$ cat config.mk
export PLATFORM = sky130hd
export DESIGN_NAME = countdown_timer5
export DESIGN_NICKNAME = d
export VERILOG_FILES = /design/src/rtl/countdown_timer5_pkg.sv /design/src/rtl/countdown_timer5_prescaler_tick.sv /design/src/rtl/countdown_timer5.sv
export SDC_FILE = /design/constraint.sdc
export NUM_CORES = 1
export LEC_CHECK = 0
export BUFFER_PORTS_ARGS = -buffer_cell sky130_fd_sc_hd__buf_2
export CORE_AREA = 2 2 39 41
export DETAILED_ROUTE_END_ITERATION = 12
export DIE_AREA = 0 0 41 43
export MAX_ROUTING_LAYER = met4
export PLACE_DENSITY = 0.77
export SYNTH_ARGS = -nofsm -noshare
export SYNTH_HDL_FRONTEND = slang
export SYNTH_SLANG_ARGS = --single-unit
$ cat constraint.sdc
create_clock -name clock -period 1.85 [get_ports clock]
set_input_delay 0.0925 -clock clock [delete_from_list [all_inputs] [get_ports clock]]
set_output_delay 0.0925 -clock clock [all_outputs]
set_load 0.1 [all_outputs]
$ cat src/rtl/countdown_timer5_pkg.sv
// countdown_timer5_pkg: shared state encoding and default sizing for move timers
package countdown_timer5_pkg;
   localparam int DEF_WIDTH = 5;
   localparam int DEF_PRESCALE = 4;
   typedef enum logic [1:0] {
      ST_IDLE    = 2'd0,
      ST_RUN     = 2'd1,
      ST_PAUSE   = 2'd2,
      ST_EXPIRED = 2'd3
   } state_e;
endpackage

$ cat src/rtl/countdown_timer5_prescaler_tick.sv
// countdown_timer5_prescaler_tick: modulo-PRESCALE enabled counter with terminal tick
module countdown_timer5_prescaler_tick #(
   parameter int PRESCALE = 4
) (
   input  logic clock,
   input  logic clr,
   input  logic clear,
   input  logic en,
   output logic tick
);
   localparam int PW = PRESCALE > 1 ? $clog2(PRESCALE) : 1;
   localparam logic [PW-1:0] LAST = PW'(PRESCALE - 1);
   logic [PW-1:0] cnt_q, cnt_d;
   assign tick = en && (cnt_q == LAST);
   always_comb cnt_d = clear ? '0 : !en ? cnt_q : tick ? '0 : cnt_q + PW'(1);
   always_ff @(posedge clock)
      if (!clr) cnt_q <= '0;
      else cnt_q <= cnt_d;
endmodule

$ cat src/rtl/countdown_timer5.sv
// countdown_timer5: loadable prescaled down counter that flags expiry once and never wraps
module countdown_timer5
   import countdown_timer5_pkg::*;
#(
   parameter int WIDTH    = DEF_WIDTH,
   parameter int PRESCALE = DEF_PRESCALE
) (
   input  logic             clock,
   input  logic             clr,
   input  logic             load,
   input  logic [WIDTH-1:0] load_val,
   input  logic             enable,
   output logic [WIDTH-1:0] out,
   output logic             zero,
   output logic             running,
   output logic             done,
   output logic [1:0]       state
);
   state_e state_q, state_d;
   logic [WIDTH-1:0] out_q, out_d;
   logic done_q, done_d, running_q, running_d;
   logic active, tick, last;
   // RUN and PAUSE always hold a nonzero count, so this covers IDLE/RUN/PAUSE alike
   assign active = enable && (out_q != '0) && (state_q != ST_EXPIRED);
   assign last = tick && (out_q == WIDTH'(1));
   countdown_timer5_prescaler_tick #(.PRESCALE(PRESCALE)) u_prescaler_tick (
      .clock(clock),
      .clr(clr),
      .clear(load),
      .en(active),
      .tick(tick)
   );
   always_comb begin
      out_d = load ? load_val : tick ? out_q - WIDTH'(1) : out_q;
      done_d = !load && last;
      state_d = load ? ST_IDLE : last ? ST_EXPIRED : active ? ST_RUN :
                (state_q == ST_RUN) ? ST_PAUSE : state_q;
      running_d = (state_d == ST_RUN);
   end
   always_ff @(posedge clock)
      if (!clr) begin
         state_q <= ST_IDLE;
         out_q <= '0;
         done_q <= 1'b0;
         running_q <= 1'b0;
      end else begin
         state_q <= state_d;
         out_q <= out_d;
         done_q <= done_d;
         running_q <= running_d;
      end
   assign out = out_q;
   assign zero = (out_q == '0);
   assign running = running_q;
   assign done = done_q;
   assign state = state_q;
endmodule

Word level (Yosys, flattened, before mapping)
Cells that the tools add are included.
{"block": "word_totals", "register_bits": 11, "latchBits": 0, "ram_bits": 0, "romBits": 0, "inputBits": 9, "mem_count": 0}
{"block": "classes", "addsub": 2, "n_mul": 0, "n_div": 0, "n_lt_le_gt_ge": 0, "eq_ne": 5, "n_shift": 0, "mux": 7, "n_bitwise": 1, "n_reduce_logical": 10}
{"operator": "two-way mux 2 bit", "n": 5}
{"operator": "two-way mux 5 bit", "n": 2}
{"operator": "== test 5 x 1 -> 1 bit, second input constant", "n": 1}
{"operator": "logical AND 1 bit", "n": 5}
{"operator": "logical NOT 5 bit", "n": 1}
{"operator": "nonzero test 5 bit", "n": 1}
{"operator": "subtractor 5 x 1 -> 5 bit, second input constant", "n": 1}
{"operator": "== test 2 x 1 -> 1 bit, second input constant", "n": 2}
{"operator": "adder 2 x 1 -> 2 bit, second input constant", "n": 1}
{"operator": "== test 2 bit, second input constant", "n": 1}
{"operator": "inequality test 2 bit, second input constant", "n": 1}
{"operator": "nonzero test 2 bit", "n": 1}
{"operator": "OR reduction 2 bit", "n": 1}
{"operator": "logical NOT 1 bit", "n": 1}
{"operator": "inverter 1 bit", "n": 1}

Longest topological paths before layout
{"block": "depth", "ltp_word": 8, "depth_mapped": 7, "depth_no_buf": 6}

By module
Synthesis repeated with hierarchy kept, for this count alone.
{"block": "unflattened", "cells_unflattened": 61, "hier_area_um2": 571.8}
{"mod": "countdown_timer5", "instances": 1, "cells_per_inst": 51, "area_per_inst_um2": 469.2, "seq_area_each_um2": 180.2}
{"mod": "countdown_timer5_prescaler_tick", "instances": 1, "cells_per_inst": 10, "area_per_inst_um2": 102.6, "seq_area_each_um2": 40.0}

Worst setup path after synthesis
Ideal clock, no wire load.
{"block": "synth_path", "path_type": "reg2reg", "startpoint": "register out_q[0] (netlist: out[0])", "endpoint": "register out_q[4] (netlist: out[4])", "setup_time_ns": 0.135, "arrival_time_ns": 2.152, "required_ns": 1.715, "slack_ns": -0.437, "stages_incl_launch_ff": 8, "period_less_slack_ns": 2.287, "cell_sequence": "dfxtp_1 inv_1 ha_1 or4b_1 buf_6 nand3_4 o311ai_1 o211ai_1"}
{"block": "synth_between", "elab_chain_len": 5, "elab_cells_between_ends": 8}
{"element": "start, declared", "line": "countdown_timer5.sv:20", "text": "logic [WIDTH-1:0] out_q, out_d;"}
{"element": "start signal, assigned", "line": "countdown_timer5.sv:48", "text": "out_q <= out_d;"}
{"element": "branches (longest 5 deep; another with subtractor 5 x 1 -> 5 bit)"}
Several ways; the timed one is not identified. The select of a mux whose other input is x is not followed.
A chain may end at the register's enable or synchronous reset.

Worst setup path after layout
{"block": "layout_path", "startpoint": "register out_q[0] (netlist: out[0])", "endpoint": "output zero"}
{"block": "layout_between", "elab_chain_len": 1}
{"element": "logical NOT 5 bit", "line": "countdown_timer5.sv:53", "text": "assign zero = (out_q == '0);"}
{"element": "end, declared", "line": "countdown_timer5.sv:14", "text": "output logic zero,"}
No other way between the ends.

==> results.sh <==
export IMPL_status="complete, no violations"
export IMPL_cts_tree="yes"
export IMPL_syn_nets=81
export IMPL_slew_viol_final=0
export IMPL_critical_path_max_stage_delay_ns=0.51
export IMPL_fin_worst_skew_ns=0.004731
export IMPL_fillers=136
export IMPL_grt_ovfl_total=0
export IMPL_die_area_um2=1763
export IMPL_grtUsageTotal_pct=19.05
export IMPL_setup_viol_count_final=0
export IMPL_grt_max_degree=9
export IMPL_tightest_slew_ns=0.4778
export IMPL_yosysUniqueCellTypes=26
export IMPL_synth_seq_cells=11
export IMPL_grt_pass1_wl_mm=2.235
export IMPL_critPathMaxFanout=7
export IMPL_die_h_um=43
export IMPL_p_per_area_nw_per_um2=831.5
export IMPL_cts_root_buf="clkbuf_4"
export IMPL_synth_top_area_share_pct=37.29
export IMPL_drt_iter0_drc=15
export IMPL_yosys_warnings=0
export IMPL_placed_area_um2=715.7
export IMPL_detail_route_antenna_nets=0
export IMPL_power_leakage_nw=0.3349
export IMPL_die_w_um=41
export IMPL_antenna_cells=0
export IMPL_synth_flop_cell="dfxtp_1"
export IMPL_synthesis_area_um2=590.6
export IMPL_synthTopCellsByArea="dfxtp_1 37%, ha_1 8.5%, nand3_1 5.1%, nand2_1 5.1%, a21oi_1 3.4%"
export IMPL_peakVddDrop_mv=0.5067
export IMPL_critPathKind="reg -> out"
export IMPL_rr_worst_depth=7
export IMPL_finalSetupTns_ns=0
export IMPL_cp_cell_sequence="inv_1, ha_1, or4b_4, inv_2, buf_12"
export IMPL_clock_sinks=11
export IMPL_final_hold_violation_count=0
export IMPL_end_kind="output pin"
export IMPL_r2r_slack_ns=0.12
export IMPL_worstReg2RegStart="out[0]"
export IMPL_ys_seq_area_share_pct=37.29
export IMPL_initial_core_util_pct=42.68
export IMPL_cts_hold_buffers=0
export IMPL_yosysMostFrequentCell="dfxtp_1"
export IMPL_min_period_ns=1.758
export IMPL_fmax_ghz=0.5688
export IMPL_post_route_period_util_pct=95.03
export IMPL_post_drt_via_cell_ratio=5.355
export IMPL_syn_area_per_cell_um2=8.685
export IMPL_syn_to_final_growth_pct=28.81
export IMPL_avgRoutedWirePerCell_um=12.11
export IMPL_async_reset_ff_share_pct=0
export IMPL_core_um2=1384
export IMPL_drc=0
export IMPL_grt_pass1_vias=533
export IMPL_cts_buffers=3
export IMPL_numPortBuffers=18
export IMPL_arrival_ns=1.67
export IMPL_rows=14
export IMPL_min_delay_start="load_val[2]"
export IMPL_synth_top_cell_by_area="dfxtp_1"
export IMPL_synth_common_cells="11 x dfxtp_1, 8 x nand2_1, 6 x nand3_1"
export IMPL_worst_ep_required_time_ns=1.76
export IMPL_hp_class="in -> reg"
export IMPL_drive_gt1_share_pct=36.26
export IMPL_layout_nets=105
export IMPL_hold_depth=3
export IMPL_hold_path_end="out[2]"
export IMPL_cpMaxStageDelayCell="or4b_4"
export IMPL_syn_inst=68
export IMPL_path_clk_slew_ns=0.07
export IMPL_maxCapViolCount=0
export IMPL_cts_buffer_depth=2
export IMPL_cts_htree_levels=1
export IMPL_crit_path_start_kind="register"
export IMPL_rsz0062_at_grt="no"
export IMPL_slew_limit_headroom_pct=68.08
export IMPL_rr_endpoint="out[0]"
export IMPL_finalWirelength_mm=1.296
export IMPL_place_congestion=0.7679
export IMPL_num_vias=573
export IMPL_synth_edf_count=0
export IMPL_antenna_found_initial=0
export IMPL_drt_pre_antenna_iters=4
export IMPL_clk_insertion_delay_late_ns=0.27
export IMPL_io_pins=19
export IMPL_design_area_um2=760.7
export IMPL_dp_hpwl_um=998.5
-- repair_timing --
| action | in CTS | in global routing |
|---|---|---|
| setup endpoints to repair | 1 | 1 |
| gates resized for setup | 1 | 0 |
| setup buffers | 0 | 2 |
-- power by group --
part	internal (mW)	switching (mW)	leakage, nW	total (mW)
clock	0.0834	0.0825	0.0150	0.166
combinational	0.0595	0.146	0.228	0.206
sequential	0.248	0.0130	0.0924	0.261
-- worst max path at each step --
stage | startpoint | to | slack (ns) | depth (start not counted)
final | out[0] | zero | 0.09 | 5
after CTS | out[0] | zero | 0.03 | 5
after floorplan | state[0] | out[3] | 0.07 | 4
after global routing | out[0] | zero | 0.04 | 5
after detailed placement | out[0] | out[2] | 0.05 | 6
after global placement | out[0] | state[1] | 0.13 | 6
-- registers in the layout, summed over array words and instances (netlist names) --
name and count:
state 2, done 1, running 1, u_prescaler_tick.cnt_q 2, out 5
-- logic make-up after synthesis --
group	count (synthesis)	share of synthesized area [%]
AOI/OAI and AO/OA	16	17.37
buffers and inverters	6	5.083
adders and majority gates	4	8.475
xor gates and xnor gates	3	4.450
DFF	11	37.29
and+or+nand+nor	28	27.33
-- cell usage in the layout, fill, tap and decap left out, types with 3 or more instances in the layout --
| cell | synthesis | routed |
|---|---|---|
| buf_2 | 0 | 17 |
| nand2_1 | 8 | 8 |
| nand3_1 | 6 | 6 |
| dfxtp_1 | 11 | 6 |
| inv_1 | 4 | 4 |
| a21oi_1 | 4 | 4 |
| ha_1 | 4 | 4 |
| o21ai_0 | 3 | 3 |
| nor3_1 | 3 | 3 |
| o21ai_1 | 3 | 3 |
| clkbuf_4 | 0 | 3 |
| dfxtp_2 | 0 | 3 |
-- layer usage --
metal	GRT usage, %	part of all wire (%)	vias up
li1	-	-	294
met1	22.90	41	250
met2	27.81	49	27
met3	7.853	9.0	2
met4	6.667	0.39	0
met5	-	0	-
-- cell type report --
type / instances / area [um2] / share of cell area (%)
clock buffer: 4 / 26.28 / 3.454
inverter: 5 / 18.77 / 2.467
multi-input combinational: 51 / 344.1 / 45.23
sequential: 11 / 231.5 / 30.43
tap: 16 / 20.02 / 2.632
timing repair buffer: 20 / 120.1 / 15.79
-- critical path: cells and delay by family, from the launching register on --
family	cells	cell delay (ns)
buffers and inverters	3	0.37
flip-flops	1	0.35
AND/OR/NAND/NOR	1	0.51
adder cells (fa/ha/maj)	1	0.16
-- metrics by stage --
step	std cells	util, %	worst slack (ns)	power, mW	hold WS, ns
6_report	107	54.97	0.09189	0.6326	0.07606
5_1_grt	107	54.97	0.03652	0.6688	0.08100
3_3_place_gp	101	51.72	0.1255	0.4575	0.3576
4_1_cts	105	53.89	0.03341	0.6327	0.07052
2_1_floorplan	68	-	0.07277	0.4172	0.2186
3_5_place_dp	101	51.72	0.04842	0.4610	0.3549
Power figures use the tool's default switching activity.
